==> config.mk <==
export PLATFORM = sky130hd
export DESIGN_NAME = probe_capture
export DESIGN_NICKNAME = d
export VERILOG_FILES = /design/src/rtl/probe_capture.sv
export SDC_FILE = /design/constraint.sdc
export NUM_CORES = 2
export LEC_CHECK = 0
export CORE_MARGIN = 2
export CORE_UTILIZATION = 42
export CTS_BUF_LIST = sky130_fd_sc_hd__clkbuf_8 sky130_fd_sc_hd__clkbuf_16
export CTS_CLUSTER_SIZE = 28
export DETAILED_ROUTE_END_ITERATION = 6
export SLEW_MARGIN = 30
export SYNTH_ARGS = -nofsm -noshare
export SYNTH_HDL_FRONTEND = slang
export SYNTH_SLANG_ARGS = --single-unit
==> constraint.sdc <==
create_clock -name clk -period 5.7 [get_ports clk]
set_clock_uncertainty 0.2 [all_clocks]
set_input_delay 1.14 -clock clk [delete_from_list [all_inputs] [get_ports clk]]
set_output_delay 1.14 -clock clk [all_outputs]
set_load 0.02 [all_outputs]
==> src/rtl/probe_capture.sv <==
// Logic-analyser style probe capture: edge/forced trigger fills a DEPTH-entry buffer, 1-cycle registered reads.
// Optional macro CAP_LOAD_EN adds a per-channel bank of load flip-flops with a registered XOR parity output.
module probe_capture #(
  parameter int CH_NUM = 8,
  parameter int FF_NUM = 8,
  parameter int DEPTH  = 256,
  localparam int AW = $clog2(DEPTH)
) (
  input  logic              clk,
  input  logic              rst,
  input  logic [CH_NUM-1:0] probe,
  input  logic [CH_NUM-1:0] trig_mask,
  input  logic              arm,
  input  logic              force_trig,
  input  logic              abort,
  input  logic              rd_en,
  input  logic [AW-1:0]     rd_addr,
  output logic [CH_NUM-1:0] rd_data,
  output logic              rd_valid,
  output logic [1:0]        state,
  output logic              done,
  output logic [AW:0]       wr_count,
  output logic              load_parity
);

  typedef enum logic [1:0] {
    IDLE    = 2'd0,
    ARMED   = 2'd1,
    CAPTURE = 2'd2,
    DONE    = 2'd3
  } state_e;

  if (CH_NUM < 1 || CH_NUM > 64) begin : g_bad_ch
    $error("CH_NUM out of range");
  end
  if (FF_NUM < 1) begin : g_bad_ff
    $error("FF_NUM must be >= 1");
  end
  if (DEPTH < 2 || (DEPTH & (DEPTH - 1)) != 0) begin : g_bad_depth
    $error("DEPTH must be a power of two >= 2");
  end

  state_e            state_q, state_d;
  logic [CH_NUM-1:0] s0_q, s1_q;
  logic [AW:0]       cnt_q, cnt_d;
  logic              done_q;
  logic              rd_valid_q;
  logic [CH_NUM-1:0] rd_data_q;
  logic [CH_NUM-1:0] mem_q [DEPTH];
  logic              wr_en;
  logic [AW-1:0]     wr_addr;
  logic              trig;

  assign trig = (|((s0_q ^ s1_q) & trig_mask)) | force_trig;

  always_comb begin
    state_d = state_q;
    cnt_d   = cnt_q;
    wr_en   = 1'b0;
    wr_addr = '0;
    unique case (state_q)
      IDLE: begin
        if (arm) begin
          state_d = ARMED;
          cnt_d   = '0;
        end
      end
      ARMED: begin
        if (trig) begin
          wr_en   = 1'b1;
          cnt_d   = (AW+1)'(1);
          state_d = CAPTURE;
        end
      end
      CAPTURE: begin
        wr_en   = 1'b1;
        wr_addr = cnt_q[AW-1:0];
        cnt_d   = cnt_q + 1'b1;
        if (cnt_q == (AW+1)'(DEPTH - 1)) state_d = DONE;
      end
      DONE: begin
        if (arm) begin
          state_d = ARMED;
          cnt_d   = '0;
        end
      end
      default: state_d = IDLE;
    endcase
    // abort beats every other event in the same cycle, including the pending write
    if (abort) begin
      state_d = IDLE;
      cnt_d   = cnt_q;
      wr_en   = 1'b0;
    end
  end

  always_ff @(posedge clk) begin
    if (rst) begin
      state_q    <= IDLE;
      cnt_q      <= '0;
      done_q     <= 1'b0;
      s0_q       <= '0;
      s1_q       <= '0;
      rd_valid_q <= 1'b0;
      rd_data_q  <= '0;
    end else begin
      state_q    <= state_d;
      cnt_q      <= cnt_d;
      done_q     <= (state_d == DONE);
      s0_q       <= probe;
      s1_q       <= s0_q;
      rd_valid_q <= rd_en;
      if (rd_en) rd_data_q <= mem_q[rd_addr];
    end
  end

  // Buffer is never cleared; reset only blocks the write in flight.
  always_ff @(posedge clk) begin
    if (wr_en && !rst) mem_q[wr_addr] <= s0_q;
  end

`ifdef CAP_LOAD_EN
  logic [CH_NUM-1:0][FF_NUM-1:0] load_q;
  logic                          parity_q;

  always_ff @(posedge clk) begin
    if (rst) begin
      load_q   <= '0;
      parity_q <= 1'b0;
    end else begin
      for (int c = 0; c < CH_NUM; c++) load_q[c] <= {FF_NUM{s0_q[c]}};
      parity_q <= ^load_q;
    end
  end

  assign load_parity = parity_q;
`else
  assign load_parity = 1'b0;
`endif

  assign state    = state_q;
  assign done     = done_q;
  assign wr_count = cnt_q;
  assign rd_valid = rd_valid_q;
  assign rd_data  = rd_data_q;

endmodule
Word-level counts from Yosys, hierarchy flattened:

Memories as Yosys holds them, arrays and structs flattened. A register that Yosys moved wholly into a read port is not among the register bits.
Index checks and enable logic that the tools add are counted.

* bits in registers: 29
* memory bits (writable): 2048
* logic and storage cells: 39
* memories: 1

Memories
* mem_q: depth 256, bits a word 8, rd ports 1, clocked after Yosys merged registers in 1, wr ports 1, RTL line 49 `logic [CH_NUM-1:0] mem_q [DEPTH];`

* add/subtract/negate cells: 1
* eq/ne operators: 7
* muxes and demuxes: 14
* bitwise operators: 4
* reduce and logical (&&, ||, !) cells: 6

Operators with widths (count)
* 9-bit one-hot mux with 3 select lines: 1
* 9-bit two-way mux: 2
* 9-bit by 1-bit adder with 9-bit output, second input constant: 1
* 9-bit by 8-bit equality test with 1-bit output, second input constant: 1
* 8-bit bitwise AND: 1
* 2-bit two-way mux: 4
* 8-bit two-way mux: 1
* 8-bit OR reduction: 1
* 8-bit XOR: 1
* 2-bit equality test, second input constant: 3
* 2-bit one-hot mux with 3 select lines: 1
* 1-bit two-way mux: 4
* 3-bit AND reduction: 1
* 2-bit by 1-bit equality test with 1-bit output, second input constant: 1
* 2-bit logical NOT: 1
* 2-bit by 1-bit inequality test with 1-bit output, second input constant: 1
* 2-bit inequality test, second input constant: 1
* 1-bit one-hot mux with 2 select lines: 1
* 2-bit OR reduction: 1
* 1-bit logical AND: 1
* 1-bit logical NOT: 1
* 1-bit inverter: 1
* 1-bit OR: 1

Longest topological paths before layout:

* depth after elaboration: 10
* depth in mapped cells: 12

Least setup slack after synthesis:

Ideal clock, no wire load.

* path kind: reg2reg
* start point: register s0_q[1]
* end point: memory mem_q[10][0], enable pin
* setup time: 0.285 ns
* arrival: 5.272 ns
* setup slack: -0.057 ns
* stages on the path, launching flop included: 9
* path buffers: 1
* clock period less this slack: 5.757 ns
* cells stage by stage: dfxtp_1 -> xor2_1 -> a22o_1 -> a221oi_1 -> and3_1 -> nor3b_1 -> o211ai_1 -> clkbuf_1 -> nor2_1

* cells in the longest elaborated chain, start to end: 10

RTL lines
* from (decl): RTL line 44 `logic [CH_NUM-1:0] s0_q, s1_q;`
* from (signal assigned): RTL line 110 `s0_q <= probe;`
* 8-bit XOR: RTL line 54 `assign trig = (|((s0_q ^ s1_q) & trig_mask)) | force_trig;`
* 8-bit bitwise AND: RTL line 54
* 8-bit OR reduction: RTL line 54
* 1-bit OR: RTL line 54
* 1-bit two-way mux: RTL line 69 `if (trig) begin`
* 1-bit one-hot mux with 2 select lines: RTL line 61 `unique case (state_q)`
* 1-bit two-way mux: RTL line 90 `if (abort) begin`
* 1-bit logical AND: RTL line 119 `if (wr_en && !rst) mem_q[wr_addr] <= s0_q;`
* 1-bit two-way mux: RTL line 119
* 1-bit two-way mux (implied by the code): RTL line 119
* to (decl): RTL line 49

Every way passes these cells.

==> results by group <==
Synth
  • EDFF count, synth: a little over 2000
  • Share of the synthesized area in the top cell type: 0.7533
  • Synthesized flop and latch total: about 2100
  • Synthesized Nets: 4176
  • Dominant cell type by area after synthesis: edfxtp_1
  • Yosys cell types: 72
  • Top_reg_cell synth: edfxtp_1
  • Synth Warn #: 0
  • Sequential element share of the synthesized area: 0.7623
  • Async SR Flop Fraction: 0
  • Post-Syn Area: slightly above 80000 sq um
  • Avg Cell Area, Syn: 19.72 sq um
  • Largest cells by area after synthesis: edfxtp_1, mux4_2, mux2i_1
  • Post-Synthesis Cells: 4141

Finish
  • Multi-input logic area: 17640 sq um
  • Layout Area Growth over Synthesis: 12.87%
  • Commonest cells after routing, fill and taps aside: edfxtp_1, mux2i_1, mux4_2
  • Layout net count: 4346
  • Cell Count, Final, Fillers Out: 7022
  • Register area: 62270 sq um
  • Leading cell type in the layout, fill and taps excluded: edfxtp_1
  • Fillcell total: 15661
  • Share of cells above drive strength 1: 0.1882

Routing
  • WL final: 207900 microns
  • Wire length on met1: 86720 microns
  • DR iter-0 viols: 4624
  • DRC Markers: 0
  • DR WL met3: 14530 microns
  • WL/cell: 29.61 microns
  • Top routing layer used: met5
  • Pre-antenna DRT Iters: 5
  • Via count: 41332
  • Post-DR vias/cell: 5.886
  • Final antenna-violating net count: 0
  • Met2 WL post-DR: 100900 microns

Clock network
  • Clock latency at the later pin of the worst-skew pair: 0.84 ns
  • Sink Count: 2085
  • Clock-pin slew on the worst setup and hold paths: about 0.06 ns
  • Num CTS Buffers: 213
  • CTS tree: yes
  • Post-CTS sizing: 0
  • # Post-CTS Setup Buffers: 0
  • Clock buffer depth: 3
  • H-tree levels: 4
  • CTS root buf: clkbuf_16
  • Post-CTS Hold Buffers: 0

Placement
  • Port bufs: 50
  • Pre-CTS setup slack: 0.5853 ns
  • Post-DP HPWL: 125600 microns
  • GPL Wtd Cong: 0.8404
  • Cells after DPL: about 6600

Power and ir drop
  • Worst IR Drop VDD: 0.3102 mV
  • Clock network fraction of design power: 0.431
  • Reg power frac: 0.525
  • Logic gate share of total power: 0.043
  • NetSw: 6.845 mW
  • Power per cell area: 348.8 nW/um^2
  • Pint: 25.30 mW
  • Sw frac: 0.2129
  • Leak: 30.78 nW

Global route
  • All-Layer GR Usage: 0.2082
  • Gr ovfl total: 0
  • Maximum number of pins on one net before global-route repair: 210
  • First-pass GRT wire length: about 300000 microns
  • Number of antenna violations at the first check in global routing: 5
  • Vias in the first global route: 40964

Setup path
  • CP max FO: 34
  • CP max stage delay: 0.57 ns
  • WS Path Type: in -> reg
  • Crit-path cells: buf_4, buf_4, nand2b_2, buf_4, buf_4, o221ai_1, a21oi_1, a2111oi_2, o2111ai_1, o311ai_1
  • CP required: 6.24 ns
  • Critical path launch point type: input pin
  • Critical path endpoint category: register
  • Cell mode on critical path: buf_4
  • CP max stage cell: buf_4
  • Crit path buf inv count: 4
  • Critical Path AT: 4.71 ns
  • Crit path max-delay family: compound AO/OA/AOI/OAI gates

Die
  • Num rows: 161
  • Chip Height: approximately 440 microns
  • Core area: just under 200000 sq um
  • Die Footprint: 197900 sq um
  • Die W: approximately 440 microns
  • Starting Density: 0.4235
  • I/O pins: 52

STA
  • Final worst path period share: 0.7326
  • Max transition margin: 0.2976
  • Unrepaired setup endpoints after global routing: no
  • Tmin final: between 4 and 5 ns
  • Worst hold-check slack: 0.2850 ns
  • Worst slew pin tran: 1.054 ns
  • Setup TNS: 0 ns
  • Hold Fails Final Rpt: 0
  • Final setup fails: 0
  • Post-route setup slack: 1.524 ns
  • Final Slew Violations: 0
  • Fmax: 0.2395 GHz

Hold path
  • Worst min path class: reg -> reg

Run status
  • Status: finished, final reports clean

Job
  • Max_cap viols: 0
-- routing by layer --
metal / vias to the layer above / track usage
met5: - / 0
met4: 2 / 0.06209
met3: 287 / 0.03383
met2: 1635 / 0.3334
met1: 21986 / 0.2947
li1: 17422 / -
-- Yosys cell counts, drive strengths merged, types with 5 or more instances --
library cell	n
o211ai	6
nor4	9
mux2i	366
a2111oi	32
a211o	10
nor3	23
o2111ai	7
o21ai	41
a221oi	22
mux4	338
a22o	8
nand3	20
xor2	8
nand3b	6
nand2b	8
o221ai	57
nand2	136
a31oi	10
o22ai	130
nor2	292
or3	6
edfxtp	2048
mux2	20
and2	5
dfxtp	37
nor3b	6
and3	9
buf	166
nor2b	25
a211oi	48
ha	5
a22oi	17
inv	8
a21oi	91
clkbuf	84
-- logic make-up (layout without fill, tap and decap cells) --
kind of cell,after synthesis,after routing,share of synthesized area
DFF,2085,2085,0.7623
muxes,724,724,0.1413
and+or+nand+nor,563,563,0.03005
AOI/OAI and AO/OA,495,495,0.04227
buffers and inverters,260,614,0.02234
xor gates and xnor gates,8,8,0.0008582
adders and majority gates,5,5,0.0007663
other,1,2,0.00004593
-- layout make-up --
type	instances	area share
Antenna cell	1	0.00002715
Clock buffer	223	0.05982
Clock inverter	176	0.01631
Inverter	9	0.0003937
Multi-Input combinational cell	1796	0.1914
Sequential cell	2085	0.6757
Tap cell	2526	0.03430
Timing Repair Buffer	206	0.02206
-- per-stage QoR --
stage,cell area (sq um),total power [mW],utilization
2_1_floorplan,81650,18.11,-
3_5_place_dp,85040,18.60,0.4411
4_1_cts,92050,32.34,0.4775
3_3_place_gp,85020,18.59,0.4410
5_1_grt,92150,32.97,0.4780
6_report,92150,32.14,0.4780
-- state kept, by name (all words and copies together), names as in the netlist --
| register | count |
|---|---|
| done | 1 |
| mem_q | 2048 |
| rd_data | 8 |
| rd_valid | 1 |
| s0_q | 8 |
| s1_q | 8 |
| state | 2 |
| wr_count | 9 |
-- path summary, 6_finish.rpt --
path	startpoint	endpoint	slack [ns]	cells past startpoint
worst max register to register	state[0]$_SDFF_PP0_	mem_q[118][7]$_DFFE_PP_	1.70	7
worst max-delay path	rd_addr[2]	rd_data[5]$_SDFFE_PP0P_	1.52	10
worst min-delay path	wr_count[8]$_SDFFE_PP0P_	wr_count[8]$_SDFFE_PP0P_	0.29	2
worst min register to register	wr_count[8]$_SDFFE_PP0P_	wr_count[8]$_SDFFE_PP0P_	0.29	2
-- power by group through the flow --
stage / Clock, mW / Combinational (mW) / Sequential [mW]
after floorplan: 0 / 0.774 / 17.3
after global placement: 0 / 1.37 / 17.2
after detailed placement: 0 / 1.38 / 17.2
after CTS: 14.1 / 1.38 / 16.9
after global routing: 14.6 / 1.45 / 16.9
final: 13.9 / 1.38 / 16.9
-- worst reg2reg max path, stage by stage (launching register included) --
cell and delay, ns:
dfxtp_1 0.34, inv_1 0.11, ha_1 0.42, inv_1 0.28
nor3b_1 0.45, nand2_1 0.66, buf_4 0.48, nor2_1 0.68
Note: power is estimated with default switching activity, not from simulation.
